<file path="config.mk">
export PLATFORM = sky130hd
export DESIGN_NAME = bcd_multi_digit_counter
export DESIGN_NICKNAME = d
export VERILOG_FILES = /design/src/rtl/bcd_pkg.sv /design/src/rtl/bcd_digit_cell.sv /design/src/rtl/bcd_multi_digit_counter.sv
export SDC_FILE = /design/constraint.sdc
export NUM_CORES = 1
export LEC_CHECK = 0
export CAP_MARGIN = 20
export CORE_AREA = 4 4 65 67
export CTS_CLUSTER_DIAMETER = 30
export CTS_CLUSTER_SIZE = 24
export DETAILED_ROUTE_END_ITERATION = 10
export DIE_AREA = 0 0 69 71
export MAX_ROUTING_LAYER = met4
export PLACE_DENSITY = 0.88
export SKIP_LAST_GASP = 1
export SLEW_MARGIN = 20
export SYNTH_ARGS = -nofsm -noshare
export SYNTH_HDL_FRONTEND = slang
export SYNTH_SLANG_ARGS = --single-unit
export TNS_END_PERCENT = 100
</file>
<file path="constraint.sdc">
create_clock -name clk -period 3.2 [get_ports clk]
set_clock_uncertainty 0.1 [all_clocks]
set_input_delay 0.32 -clock clk [delete_from_list [all_inputs] [get_ports clk]]
set_output_delay 0.32 -clock clk [all_outputs]
set_load 0.01 [all_outputs]
</file>
<file path="src/rtl/bcd_pkg.sv">
// Shared BCD constants and helpers for the multi-digit counter and its digit cells.
package bcd_pkg;

    localparam logic [3:0] BCD_MAX   = 4'd9;
    localparam logic [3:0] BCD_MIN   = 4'd0;
    localparam logic       MODE_UP   = 1'b1;
    localparam logic       MODE_DOWN = 1'b0;

    function automatic logic [3:0] bcd_clamp(input logic [3:0] nibble);
        return (nibble > BCD_MAX) ? BCD_MAX : nibble;
    endfunction

endpackage

</file>
<file path="src/rtl/bcd_digit_cell.sv">
// One BCD digit of the ripple chain: moves by one when cin is set, cout signals carry/borrow.
module bcd_digit_cell
    import bcd_pkg::*;
(
    input  logic [3:0] digit,
    input  logic       inc,
    input  logic       dec,
    input  logic       cin,
    output logic [3:0] nxt,
    output logic       cout
);

    always_comb begin
        nxt  = digit;
        cout = 1'b0;
        if (cin && inc) begin
            if (digit >= BCD_MAX) begin
                nxt  = BCD_MIN;
                cout = 1'b1;
            end else begin
                nxt = digit + 4'd1;
            end
        end else if (cin && dec) begin
            if (digit == BCD_MIN) begin
                nxt  = BCD_MAX;
                cout = 1'b1;
            end else begin
                nxt = digit - 4'd1;
            end
        end
    end

endmodule

</file>
<file path="src/rtl/bcd_multi_digit_counter.sv">
// N-digit BCD up/down counter with runtime limits, wrap/saturate policy and clamped load.
module bcd_multi_digit_counter
    import bcd_pkg::*;
#(
    parameter int                    DIGITS      = 2,
    parameter logic [4*DIGITS-1:0]   RESET_VALUE = '0
) (
    input  logic                  clk,
    input  logic                  reset,
    input  logic                  en,
    input  logic                  step,
    input  logic                  mode_up,
    input  logic                  wrap_en,
    input  logic                  clear,
    input  logic                  load,
    input  logic [4*DIGITS-1:0]   load_value,
    input  logic [4*DIGITS-1:0]   upper_limit,
    input  logic [4*DIGITS-1:0]   lower_limit,
    output logic [4*DIGITS-1:0]   count,
    output logic                  at_top,
    output logic                  at_bottom,
    output logic                  wrap_pulse,
    output logic                  load_err
);

    localparam int W = 4 * DIGITS;

    logic          up;
    logic [W-1:0]  stepped;
    logic [W-1:0]  loaded;
    logic          clamped;
    logic [DIGITS-1:0] carry;
    logic          unused_cout;

    assign up        = (mode_up == MODE_UP);
    assign at_top    = (count >= upper_limit);
    assign at_bottom = (count <= lower_limit);
    assign carry[0]  = 1'b1;

    // Ripple chain: digit 0 always moves, higher digits move on carry/borrow.
    for (genvar g = 0; g < DIGITS; g++) begin : g_cell
        if (g < DIGITS - 1) begin : g_mid
            bcd_digit_cell u_cell (
                .digit (count[4*g +: 4]),
                .inc   (up),
                .dec   (mode_up == MODE_DOWN),
                .cin   (carry[g]),
                .nxt   (stepped[4*g +: 4]),
                .cout  (carry[g+1])
            );
        end else begin : g_last
            bcd_digit_cell u_cell (
                .digit (count[4*g +: 4]),
                .inc   (up),
                .dec   (mode_up == MODE_DOWN),
                .cin   (carry[g]),
                .nxt   (stepped[4*g +: 4]),
                .cout  (unused_cout)
            );
        end
    end

    always_comb begin
        loaded  = '0;
        clamped = 1'b0;
        for (int i = 0; i < DIGITS; i++) begin
            loaded[4*i +: 4] = bcd_clamp(load_value[4*i +: 4]);
            if (load_value[4*i +: 4] > BCD_MAX) clamped = 1'b1;
        end
    end

    // Priority: clear > load > step; clear/load act regardless of en.
    always_ff @(posedge clk or negedge reset) begin
        if (!reset) begin
            count      <= RESET_VALUE;
            wrap_pulse <= 1'b0;
            load_err   <= 1'b0;
        end else begin
            wrap_pulse <= 1'b0;
            load_err   <= 1'b0;
            if (clear) begin
                count <= up ? lower_limit : upper_limit;
            end else if (load) begin
                count    <= loaded;
                load_err <= clamped;
            end else if (en && step) begin
                if (up) begin
                    if (at_top) begin
                        if (wrap_en) begin
                            count      <= lower_limit;
                            wrap_pulse <= 1'b1;
                        end
                    end else begin
                        count <= stepped;
                    end
                end else begin
                    if (at_bottom) begin
                        if (wrap_en) begin
                            count      <= upper_limit;
                            wrap_pulse <= 1'b1;
                        end
                    end else begin
                        count <= stepped;
                    end
                end
            end
        end
    end

endmodule

</file>
* After elaboration in Yosys (flattened, before gate mapping)
Index checks and enable logic that the tools add are counted.
** Word-level totals
- Word-level logic and storage cells :: 55
- Output and inout bits :: 12
- Flip-flop bits (word level) :: 10
** Operators by class
- Bitwise gates (word level) :: 1
- Eq/ne operators :: 2
- Multiplexer cells :: 32
- Reduce and logical (&&, ||, !) cells :: 7
- $add $sub $neg :: 4
- Order comparisons :: 6
** Operator list (count)
- $mux W8 :: 9
- $mux W4 :: 9
- $mux W1 :: 14
- $ne A5 B5 Y1 const B :: 2
- $add A4 B1 Y4 const B :: 2
- $ge A4 B4 Y1 const B :: 2
- $ge A8 B8 Y1 :: 1
- $gt A4 B4 Y1 const B :: 2
- $le A8 B8 Y1 :: 1
- $logic_not A4 Y1 :: 2
- $sub A4 B1 Y4 const B :: 2
- $logic_and A1 B1 Y1 :: 3
- $reduce_and A3 Y1 :: 1
- $reduce_bool A3 Y1 :: 1
- $not A1 Y1 :: 1

* Logic depth before layout (Yosys ltp)
- Depth in word-level cells :: 11
- Depth in mapped cells :: 11
- Gate-level depth less buffers :: 9

* Modules after synthesis
From an unflattened synthesis, not the netlist that was laid out.
** Unflattened totals
- Cell total of the unflattened synthesis :: 266
- Area, all modules :: 2119.5 µm²
** Modules (own cells, without submodules)
- bcd_multi_digit_counter :: instances 1, sequential area each 250.2 µm², cells each 190, area an instance 1511.4 µm²
- bcd_digit_cell :: instances 2, sequential area each 0.0 µm², cells each 38, area an instance 304.0 µm²

* Worst setup path before layout
OpenSTA, ideal clock, no wires.
- Path type :: register -> register
- Start point :: reg count[2]
- End point :: reg count[5]
- Path slack :: 0.716 ns
- Arrival time :: 2.265 ns
- Stages on the path, launching flop included :: 9
- Library setup time :: 0.120 ns
- Buffers on the path :: 0
- Cells stage by stage :: dfrtp_1 ha_1 or4_4 a21oi_4 o31ai_4 a31oi_2 o21ai_2 a221o_1 a31o_1
** Between the ends
- Cells in the longest elaborated chain, start to end :: 11
** Ends and longest elaborated chain
- start: declaration :: line bcd_multi_digit_counter.sv:19 : output logic [4*DIGITS-1:0] count,
- start signal: assignment :: line bcd_multi_digit_counter.sv:82 : count <= up ? lower_limit : upper_limit;
- start signal: assignment :: line bcd_multi_digit_counter.sv:84 : count <= loaded;
- start signal: assignment :: line bcd_multi_digit_counter.sv:90 : count <= lower_limit;
- $ge A4 B4 Y1 / $logic_not A4 Y1 (equally long branches) :: line bcd_digit_cell.sv:17, bcd_digit_cell.sv:24
- $mux W1, on equally long branches :: line bcd_digit_cell.sv:17, bcd_digit_cell.sv:24
- $mux W1 :: line bcd_digit_cell.sv:16 : if (cin && inc) begin
- $logic_and A1 B1 Y1 :: line bcd_digit_cell.sv:23 : end else if (cin && dec) begin
- $mux W4 :: line bcd_digit_cell.sv:23
- $mux W4 :: line bcd_digit_cell.sv:16
- $mux W8, on equally long branches :: line bcd_multi_digit_counter.sv:97, bcd_multi_digit_counter.sv:88
- $mux W8 :: line bcd_multi_digit_counter.sv:87 : if (up) begin
- $mux W8 :: line bcd_multi_digit_counter.sv:86 : end else if (en && step) begin
- $mux W8 :: line bcd_multi_digit_counter.sv:83 : end else if (load) begin
- $mux W8 :: line bcd_multi_digit_counter.sv:81 : if (clear) begin
Several ways; a longest one is shown, not always the timed one. The select of a mux whose other input is x is not followed.
A chain may end at the register's enable or synchronous reset.

* Worst setup path in the final report
- Start point :: in lower_limit[5]
- End point :: out at_bottom
** Between the ends
- Cells in the longest elaborated chain, start to end :: 1
** Ends and longest elaborated chain
- start: declaration :: line bcd_multi_digit_counter.sv:18 : input logic [4*DIGITS-1:0] lower_limit,
- $le A8 B8 Y1 :: line bcd_multi_digit_counter.sv:37 : assign at_bottom = (count <= lower_limit);
- end: declaration :: line bcd_multi_digit_counter.sv:21 : output logic at_bottom,
Every way passes these cells.

==> out/metrics.yaml <==
grt.overflow.total: 0
synthDistinctLibCells: 58
slew_headroom_pct: 60.26
final.fill_count: 319
crit_chain: "clkdlybuf4s50_1, inv_1, ha_1, nand4_1, nor2_1, a211oi_1, nor2_2, clkdlybuf4s50_1"
slew_violations: 0
cts_buffer_depth: 2
vias_per_cell: 6.031
fin_area_um2: 2356
reg2reg_slack_ns: 0.31
rsz0062_at_grt: "false"
die_h_um: 71
areaGrowthSynthToFinish_pct: 31.86
synth_area_um2: 1787
setup_viol: 0
drtIter0Drc: 179
critPathLaunchType: "input pin"
synth_top_family_by_area: "compound AO/OA/AOI/OAI gates"
stdcell_count: 325
crit_top_cell: "clkdlybuf4s50_1"
intPower_mw: 0.5093
post_drt_wl_per_cell_um: 16.91
critical_path_arrival_ns: 2.60
netlist.area_leader.share_pct: 16.11
placementRows: 22
final_common_cell: "clkdlybuf4s50_1"
synthCells: 231
post_dp_cell_area_um2: 2312
n_antenna_cell: 0
postRouteWirelength_um: 5495
cts_made_buffers: 3
cts.clk_slew.worst_paths_ns: 0.05
antenna_found_initial: 0
yosys.area.top_type: "ha_1"
pin_count: 44
synth_xor_area_share_pct: 0.4902
clk_latency_ns: 0.24
ys_seq_area_share_pct: 14.01
dpl.cell_count: 322
ys_seq_elements: 10
seq_power_share_pct: 19.1
crit_buf_inv: 3
p_switching_mw: 0.3869
numClockSinks: 10
grt_usage_pct: 22.55
final_cell_mix: "clkdlybuf4s50_1, inv_1, ha_1, o21ai_0, a21oi_1"
status: "finished clean"
grt_pass1_vias: 1863
antenna_left: 0
required_ns: 2.78
avgSynthCellArea_um2: 7.735
rr_startpoint: "count[1]$_DFFE_PN0P_"
yosysWarnings: 0
synth_compound_area_share_pct: 34.17
min_path_type: "in2async"
grt_pass1_wl_um: 8970
p_comb_share_pct: 66.1
async_flop_share_pct: 100.0
fin_tns_setup_ns: 0
worstMarginPinSlew_ns: 0.5948
synth_nets: 286
r2r_end: "count[6]$_DFFE_PN0P_"
cp_max_fo: 4
drive_gt1_share_pct: 11.55
total_power_mw: 0.8961
drc: 0
drt-pass1-iter-count: 4
portBuffers: 43
worst_setup_path_end_kind: "output port"
criticalPathCategory: "in2out"
fin_nets: 334
fin_crit_sh_pct: 94.49
synthMuxAreaShare_pct: 7.703
grt_max_degree: 20
core_um2: 3633
synthAdderAreaFrac_pct: 16.11
ff2ff_path_depth: 8
clock.fmax_mhz: 330.7
power_density_nw_per_um2: 380.4
die_x_um: 69
synth_flop_cell: "dfrtp_1"
ir_worst_vdd_mv: 0.2247
cpPeakStageDelay_ns: 0.60
p_clk_share_pct: 14.9
switching_share_pct: 43.17
clockRootBuffer: "clkbuf_8"
synth-simple-area-share_pct: 18.14
hpwl_um: 4309
cap_violations: 0
cts.htree.levels: 1
gp_congestion: 0.9173
fin_crit_ns: 3.024
vias: 1960
synth-edff-count: 0
crit_slowest_cell: "clkdlybuf4s50_1"
path_delay_family: "buffers and inverters"
finalHoldViolCount: 0
p_leak_nw: 1.048
die_area_um2: 4899
cts_tree: "yes"
postCtsSetupBuffers: 0
initial_core_util_pct: 49.17
synth_area_leaders: "ha_1, dfrtp_1, inv_1"
==> cell families (layout without fill, tap and decap cells) <==
group,Yosys count,in the layout
fa+ha+maj,23,23
xor+xnor,1,1
flops,10,10
compound gates,83,83
simple gates,60,60
buf+inv,41,87
mux,13,13
==> flip-flops by register name, summed over array words and instances, names as in the netlist <==
signal	count
wrap_pulse	1
load_err	1
count	8
==> metrics by stage <==
stage	utilization [%]	worst slack (ns)	hold WS, ns
global placement	63.64	0.1475	0.4401
detailed placement	63.64	0.1488	0.4405
finish	64.84	0.1763	0.3330
global route	64.84	0.05453	0.3742
floorplan	-	0.7156	-0.07559
CTS	64.77	0.1270	0.3372
==> worst max-delay path by stage <==
stage,from,to,slack (ns),cells past startpoint
floorplan,count[2]$_DFFE_PN0P_,count[5]$_DFFE_PN0P_,0.72,8
global placement,lower_limit[5],at_bottom,0.15,8
detailed placement,lower_limit[5],at_bottom,0.15,8
CTS,lower_limit[5],at_bottom,0.13,8
global route,lower_limit[5],at_bottom,0.05,8
finish,lower_limit[5],at_bottom,0.18,8
==> power groups by stage <==
stage	clock network, mW	logic [mW]	registers, mW
finish	0.133	0.592	0.171
global route	0.139	0.646	0.174
CTS	0.133	0.583	0.170
detailed placement	0	0.577	0.172
global placement	0	0.572	0.172
floorplan	0	0.352	0.182
==> layout make-up <==
cell class	instances	area (µm²)	area share [%]
multi-input cells	180	1371	58.21
repair buffers	56	528.0	22.41
flip-flops and latches	10	250.2	10.62
inverters	28	105.1	4.461
well taps	48	60.06	2.549
clock buffers	3	41.29	1.753
==> metal layers <==
layer	part of all wire, %	global-route usage (%)	up-vias
met5	0	-	-
met4	1.5	5.640	0
li1	-	-	955
met3	7.5	2.983	8
met2	45	33.05	90
met1	46	32.46	907
==> synth_stat cells, drive strengths merged, types with 2 or more instances <==
library cell  count
mux2i             7
nand4             6
a31oi             4
nor2b             4
a211o             4
mux2              6
o21ai            20
or2               2
o21a              2
nand2            13
a21oi            16
ha               23
a32o              2
a21o              3
buf               5
or3               2
o221ai            2
a311oi            4
inv              28
nor3b             3
a211oi            3
nor2             14
o31ai             3
nand2b            6
a2bb2oi           2
dfrtp            10
nand3             4
clkbuf            8
o211ai            3
a221oi            3
a221o             2
==> timing repair <==
| action | 4_1_cts | 5_1_grt |
|---|---|---|
| hold buffers | 0 | 0 |
| setup endpoints to repair | 0 | 1 |
| gates resized for setup | 0 | 1 |
(Power assumes the default switching activity.)
